### config.mk
export PLATFORM = sky130hd
export DESIGN_NAME = rename_unit
export DESIGN_NICKNAME = d
export VERILOG_FILES = /design/src/rtl/rename_unit.sv
export SDC_FILE = /design/constraint.sdc
export NUM_CORES = 2
export LEC_CHECK = 0
export ABC_AREA = 1
export CAP_MARGIN = 20
export CELL_PAD_IN_SITES_DETAIL_PLACEMENT = 0
export CELL_PAD_IN_SITES_GLOBAL_PLACEMENT = 2
export CORE_MARGIN = 1.5
export CORE_UTILIZATION = 37
export DETAILED_ROUTE_END_ITERATION = 12
export PLACE_DENSITY_LB_ADDON = 0.2
export SLEW_MARGIN = 20
export SYNTH_ARGS = -nofsm -noshare
export SYNTH_HDL_FRONTEND = slang
export SYNTH_SLANG_ARGS = --single-unit
### constraint.sdc
create_clock -name clk -period 25.3 [get_ports clk]
set_input_delay 2.53 -clock clk [delete_from_list [all_inputs] [get_ports clk]]
set_output_delay 2.53 -clock clk [all_outputs]
set_load 0.02 [all_outputs]
### src/rtl/rename_unit.sv
// rename_unit: single-wide register-rename pipeline stage.
// A circular free-list FIFO supplies new physical tags. A speculative RAT
// maps source and destination registers at rename time, and a retirement RAT
// tracks the committed mapping. A flush copies the retirement RAT into the
// speculative RAT and rewinds the allocation pointer in a single cycle.
//
// Ports:
//   clk, rst                     clock, asynchronous active-high reset
//   in_valid / in_ready          decode handshake
//   in_rd, in_rs1, in_rs2        architectural register indices
//   in_reg_write                 instruction writes rd
//   out_valid / out_ready        downstream handshake (registered output)
//   out_prd, out_prs1, out_prs2  renamed tags
//   out_old_prd                  previous mapping of rd, freed at commit
//   commit_*                     in-order retirement of one instruction
//   flush                        mispredict/exception recovery
//   free_count                   entries currently in the free list
//   overflow_err                 sticky; a commit pushed into a full free list
//
// The free-list pointers use a wrap bit, so FL_DEPTH must be a power of two.
module rename_unit #(
  parameter int NUM_AREG   = 32,
  parameter int NUM_PREG   = 64,
  parameter int AREG_WIDTH = $clog2(NUM_AREG),
  parameter int PREG_WIDTH = $clog2(NUM_PREG),
  parameter int FL_DEPTH   = NUM_PREG - NUM_AREG
) (
  input  logic                      clk,
  input  logic                      rst,
  input  logic                      in_valid,
  output logic                      in_ready,
  input  logic [AREG_WIDTH-1:0]     in_rd,
  input  logic [AREG_WIDTH-1:0]     in_rs1,
  input  logic [AREG_WIDTH-1:0]     in_rs2,
  input  logic                      in_reg_write,
  output logic                      out_valid,
  input  logic                      out_ready,
  output logic [PREG_WIDTH-1:0]     out_prd,
  output logic [PREG_WIDTH-1:0]     out_prs1,
  output logic [PREG_WIDTH-1:0]     out_prs2,
  output logic [PREG_WIDTH-1:0]     out_old_prd,
  input  logic                      commit_valid,
  input  logic                      commit_reg_write,
  input  logic [AREG_WIDTH-1:0]     commit_rd,
  input  logic [PREG_WIDTH-1:0]     commit_prd,
  input  logic [PREG_WIDTH-1:0]     commit_old_prd,
  input  logic                      flush,
  output logic [$clog2(FL_DEPTH):0] free_count,
  output logic                      overflow_err
);

  localparam int IW = $clog2(FL_DEPTH);
  localparam int PW = IW + 1;

  logic [PREG_WIDTH-1:0] fifo     [FL_DEPTH];
  logic [PREG_WIDTH-1:0] spec_rat [NUM_AREG];
  logic [PREG_WIDTH-1:0] ret_rat  [NUM_AREG];

  logic [PW-1:0] head, tail, commit_head, commit_head_nxt;
  logic          alloc, accept, push, fl_full, push_ok;

  assign free_count = tail - head;
  assign alloc      = in_reg_write && (in_rd != '0);
  assign in_ready   = !flush && (!out_valid || out_ready) && (!alloc || free_count != '0);
  assign accept     = in_valid && in_ready;

  // Commits to x0 never allocated a tag, so they are dropped entirely.
  assign push       = commit_valid && commit_reg_write && (commit_rd != '0);
  assign fl_full    = (free_count == PW'(FL_DEPTH));
  assign push_ok    = push && !fl_full;

  // A rejected push leaves both tail and commit_head alone so that a later
  // flush cannot rewind head past tail.
  assign commit_head_nxt = push_ok ? commit_head + PW'(1) : commit_head;

  // Free list storage and both RATs.
  always_ff @(posedge clk or posedge rst) begin
    if (rst) begin
      for (int i = 0; i < FL_DEPTH; i++) fifo[i] <= PREG_WIDTH'(NUM_AREG + i);
      for (int a = 0; a < NUM_AREG; a++) begin
        spec_rat[a] <= PREG_WIDTH'(a);
        ret_rat[a]  <= PREG_WIDTH'(a);
      end
    end else begin
      if (push_ok) fifo[tail[IW-1:0]] <= commit_old_prd;
      if (push) ret_rat[commit_rd] <= commit_prd;
      if (flush) begin
        // Restore from the retirement RAT including this cycle's commit.
        for (int a = 0; a < NUM_AREG; a++)
          spec_rat[a] <= (push && commit_rd == AREG_WIDTH'(a)) ? commit_prd : ret_rat[a];
      end else if (accept && alloc) begin
        spec_rat[in_rd] <= fifo[head[IW-1:0]];
      end
    end
  end

  // Pointers, output register and error flag.
  always_ff @(posedge clk or posedge rst) begin
    if (rst) begin
      head         <= '0;
      commit_head  <= '0;
      tail         <= PW'(FL_DEPTH);
      out_valid    <= 1'b0;
      out_prd      <= '0;
      out_prs1     <= '0;
      out_prs2     <= '0;
      out_old_prd  <= '0;
      overflow_err <= 1'b0;
    end else begin
      if (push_ok) tail <= tail + PW'(1);
      commit_head <= commit_head_nxt;
      if (push && fl_full) overflow_err <= 1'b1;

      if (flush) head <= commit_head_nxt;
      else if (accept && alloc) head <= head + PW'(1);

      if (accept) begin
        out_valid   <= 1'b1;
        out_prs1    <= spec_rat[in_rs1];
        out_prs2    <= spec_rat[in_rs2];
        out_prd     <= alloc ? fifo[head[IW-1:0]] : '0;
        out_old_prd <= alloc ? spec_rat[in_rd] : '0;
      end else if (flush || out_ready) begin
        out_valid <= 1'b0;
      end
    end
  end

endmodule

Word-level counts from Yosys, hierarchy flattened

Index checks and enable logic that the tools add are counted.

Register bits after elaboration: 620
Logic and storage cells: 275
Bits of input ports: 40
Output and inout port bits: 33

Bitwise logic cells: 6
$add $sub $neg: 4
Equality and inequality tests: 32
Multiplexer cells: 62
Magnitude comparators: 9
Reductions and logical operators: 57

Operators with widths:

| operator                                                 | number |
|---|---|
| bitwise mux 192 bit                                      | 3 |
| 2-to-1 mux 192 bit                                       | 2 |
| 2-to-1 mux 6 bit                                         | 48 |
| binary-select mux 6 bit (select 5 bit)                   | 4 |
| demux 6 bit (select 5 bit)                               | 3 |
| == test 5 bit, second input constant                     | 16 |
| logical AND 1 bit                                        | 44 |
| == test 5 x 4 -> 1 bit, second input constant            | 8 |
| greater-or-equal comparator 6 bit, second input constant | 6 |
| inverter 5 -> 6 bit                                      | 6 |
| == test 5 x 3 -> 1 bit, second input constant            | 4 |
| adder 6 x 1 -> 6 bit, second input constant              | 3 |
| < comparator 6 x 1 -> 1 bit, second input constant       | 3 |
| == test 5 x 2 -> 1 bit, second input constant            | 2 |
| nonzero test 5 bit                                       | 2 |
| == test 6 bit, second input constant                     | 1 |
| nonzero test 6 bit                                       | 1 |
| subtractor 6 bit                                         | 1 |
| == test 5 x 1 -> 1 bit, second input constant            | 1 |
| zero test 5 bit                                          | 1 |
| zero test 1 bit                                          | 4 |
| nonzero test 2 bit                                       | 2 |
| logical OR 1 bit                                         | 3 |
| 2-to-1 mux 1 bit                                         | 2 |

Longest topological paths before layout

Depth in word-level cells: 9
Depth in mapped cells: 19
Gate-level depth less buffers: 17

Least setup slack after synthesis

Ideal clock, no wire load.

Path kind: input port to output port
Start point: input in_rd[2]
End point: output in_ready
Buffers on the path: 0
Path slack: 19.363 ns
Data required time: 22.770 ns
Stages on the path: 7
Data arrival time: 3.407 ns
Cell sequence: inv_2 -> nand3_2 -> inv_2 -> nand2_1 -> nand2_1 -> nor2_1 -> a21boi_1

Cells in the longest elaborated chain, start to end: 5

RTL lines:

| what               | line | text |
|---|---|---|
| from (decl)        | 32   | `input logic [AREG_WIDTH-1:0] in_rd,` |
| nonzero test 5 bit | 63   | `assign alloc = in_reg_write && (in_rd != '0);` |
| logical AND 1 bit  | 63   |  |
| zero test 1 bit    | 64   | `assign in_ready = !flush && (!out_valid \|\| out_ready) && (!alloc \|\| free_count != '0);` |
| logical OR 1 bit   | 64   |  |
| logical AND 1 bit  | 64   |  |
| to (decl)          | 31   | `output logic in_ready,` |

Every way passes these cells.

Final worst setup path

Start point: input in_rd[3]
End point: output in_ready

The elaborated chain is that of the path after synthesis.

==> results.txt <==
# setup viols final: 0
Critical Path AT: 4.97 ns
Max Clock Skew: 0.0235 ns
M1 GR Usage: 41.1%
total power: 3.79 mW
slew at the pin closest to its max-slew limit: 1.05 ns
CP Capture Type: output pin
Ports: 73
sequential power share: 38.3%
Buffers on Ports: 72
DRC: 0
worst min path class: flip-flop to flip-flop
Final #Nets: 4544
Synth area leaders: dfrtp_1, dfstp_2, nand2_1
Post-Synth Adder-Cell Area: 0.459%
RSZ-0062 raised after global routing: no
final setup margin: 17.80 ns
Netlist Area Pre-Place: 34300 sq um
CTS Buffer Depth: 3
Via Count: 32100
fin. max-slew vios: 0
post-route minimum period: 7.50 ns
Netlist cell types: 46
area delta synth->final: 11.1%
Synth Flop Type: dfrtp_1
maxcap violations: 0
Mapped Nets: 4664
Synth Register Bits: 620
Hold Fails Final Rpt: 0
Post-Route WL: 138 mm
Worst Path Max Fanout: 7
Chip Width: 308 um
Antenna Cells: 0
CP required: 22.77 ns
simple-gate share of the synthesized area: 30.0%
kind of cell adding the most delay to the critical path: buffers and inverters
post-synthesis xor/xnor area fraction: 0.281%
post-CTS setup buffer count: 0
Post-Synthesis Cells: 4612
gr busiest metal: met2
post-synthesis mux area share: 0%
first-pass GRT wire length: 208 mm
final core occ: 41.5%
vias in the first global route: 30800
Crit. path cell count: 9
# hold bufs at CTS: 0
top-count cell post-synth: nand2_1
Sw Ratio: 40.2%
die area: 94600 sq um
Setup TNS: 0 ns
CTS tree: built
Final period util: 29.7%
Final Hold Slack: 0.375 ns
Remaining Overflow, GRT: 0
Std-Cell Rows: 111
slowest stage delay, CP: 0.63 ns
CP Launch Type: primary input
synth cell count leaders: nand2_1, nand3_1, o21ai_0
status: completed
depth of the worst hold-timing path: 0
critical path class: primary input to output pin
CP Cell Sequence: clkdlybuf4s50_1, inv_2, nand3_2, inv_2, nand2_1, nand2_1, nor2_1, a21boi_1, clkdlybuf4s50_1
pwr dens: 99.3 nW/um^2
Post-DP HPWL: 86.3 mm
GR Util met2: 46.6%
Initial Utilization: 37.4%
remaining antenna violation count after routing: 0
RD Place Congestion: 0.856
register area share after synthesis: 46.2%
Compound-Gate Fraction of Synth Area: 16.5%
Slew Limit Headroom: 30.1%
NetSw: 1.52 mW
part of the power in the clock network: 29.3%
worst r2r path cells: 13
YS warnings: 0
clk sink count: 620
Slowest cell on crit path: clkdlybuf4s50_1
syn_area_per_cell: 7.44 sq um
cell accounting for the most synthesized area: dfrtp_1
# H-tree levels: 3
clk_lat worst skew: 0.67 ns
Logic pwr share: 32.4%
largest net degree at the start of global routing: 114
CTS Buf Count: 75
M3 GR Usage: 4.10%
largest family of logic cells by synthesized area: simple AND/OR/NAND/NOR gates
Leak: 17.2 nW
Die Y: 308 um
Post-synth EDFFs: 0
share of post-route cells with drive strength above 1: 12.5%
Synth top area share: 25.3%
Pint: 2.26 mW
Core Area: 91800 sq um
antenna violations before repair: 0
wire per inst: 23.9 um
vias per cell: 5.54
worst slack, placed: 17.81 ns
CTS resizes: 0
Peak VDD IR: 0.0000828 V
Max Clock Freq: 133 MHz
number of DRC markers in iteration 0: 3229
GRT Overall Usage: 29.5%
CTS clk-pin slew, worst paths: 0.05 ns
First-pass DRT Iterations: 6
root buf cell: clkbuf_16
CP bufs+invs: 4
Async SR Flop Fraction: 100%
power by group through the flow:
stage               clock network, mW  logic [mW]  registers, mW
global placement                    0        1.21           1.46
detailed placement                  0        1.22           1.46
finish                           1.11        1.23           1.45
global route                     1.17        1.34           1.47
CTS                              1.13        1.22           1.45
floorplan                           0       0.769           1.41
routing by layer:
metal	part of all wire, %	up-vias
met3	6.4	250
met5	0	-
met4	3.6	0
li1	-	15200
met1	44	15600
met2	46	1109
cells by family (layout without fill, tap and decap cells):
group,after synthesis,after routing
buf+inv,518,461
compound gates,982,982
fa+ha+maj,12,12
flops,620,620
simple gates,2469,2469
xor+xnor,11,11
worst reg2reg max path, cell delays in order (launching register included):
cell	delay [ns]
dfrtp_1	0.59
clkinv_1	0.48
ha_1	0.49
a21oi_1	0.29
nand2_1	0.12
nand2_1	0.07
nand2_1	0.04
nand3_1	0.18
nand4_4	0.23
nand2_8	0.48
buf_4	0.78
nand2_1	0.42
nand2_1	0.14
nand2_1	0.06
registers in the layout, summed over array words and instances (netlist names):
| name | flops |
|---|---|
| overflow_err | 1 |
| out_prs1 | 6 |
| out_valid | 1 |
| out_old_prd | 6 |
| out_prs2 | 6 |
| tail | 6 |
| ret_rat | 192 |
| fifo | 192 |
| out_prd | 6 |
| spec_rat | 192 |
| head | 6 |
| commit_head | 6 |
through the flow:
step,cell area (sq um),std cells
floorplan,34300,4612
global placement,35600,5658
detailed placement,35600,5658
CTS,38100,5798
global route,38100,5798
finish,38100,5798
layout by cell type, fill, tap and decap left out, types with 4 or more instances in the layout:
cell             Yosys  routed
dfrtp_1            347     345
buf_4               13      69
nor2_2              19      19
a21oi_1            158     158
clkbuf_8             0      16
nand2_1           1527    1526
o21ai_1            153     153
dfstp_2            273     273
clkinv_2             0      15
nor3_1              15      15
clkdlybuf4s50_1      0      66
o21ai_0            356     356
xor2_1               9       9
inv_2               16      16
o211ai_1            94      94
nand2_2              5       5
nor3_2               6       5
a31oi_1             66      66
a21boi_0            18      18
o21a_1               7       7
clkbuf_16            0      75
nor2_1             296     293
nor2_8               4       4
clkinv_1             6       5
o21ai_2             28      28
nand3_1            578     578
a22oi_1             96      96
nand2_4              9       9
inv_1              159     157
ha_1                11      11
clkbuf_1           171      22
clkinv_16            0       4
layout make-up:
cell class                 count  area (sq um)
fill                        9577         53700
multi-input combinational   3474         16300
sequential                   620         15900
clock buffer                 113          2180
tap                         1243          1560
timing repair buffer         139          1200
inverter                     182           696
clock inverter                27           352
path summary, 6_finish.rpt:
kind | startpoint | to | slack [ns]
min | ret_rat[188] | ret_rat[188] | 0.38
max reg2reg | head[4] | spec_rat[17] | 20.83
max in group asynchronous | rst | ret_rat[66] | 20.55
max | in_rd[3] | in_ready | 17.80
min reg2reg | ret_rat[188] | ret_rat[188] | 0.38
min in group asynchronous | rst | ret_rat[122] | 2.48
(Power assumes the default switching activity.)
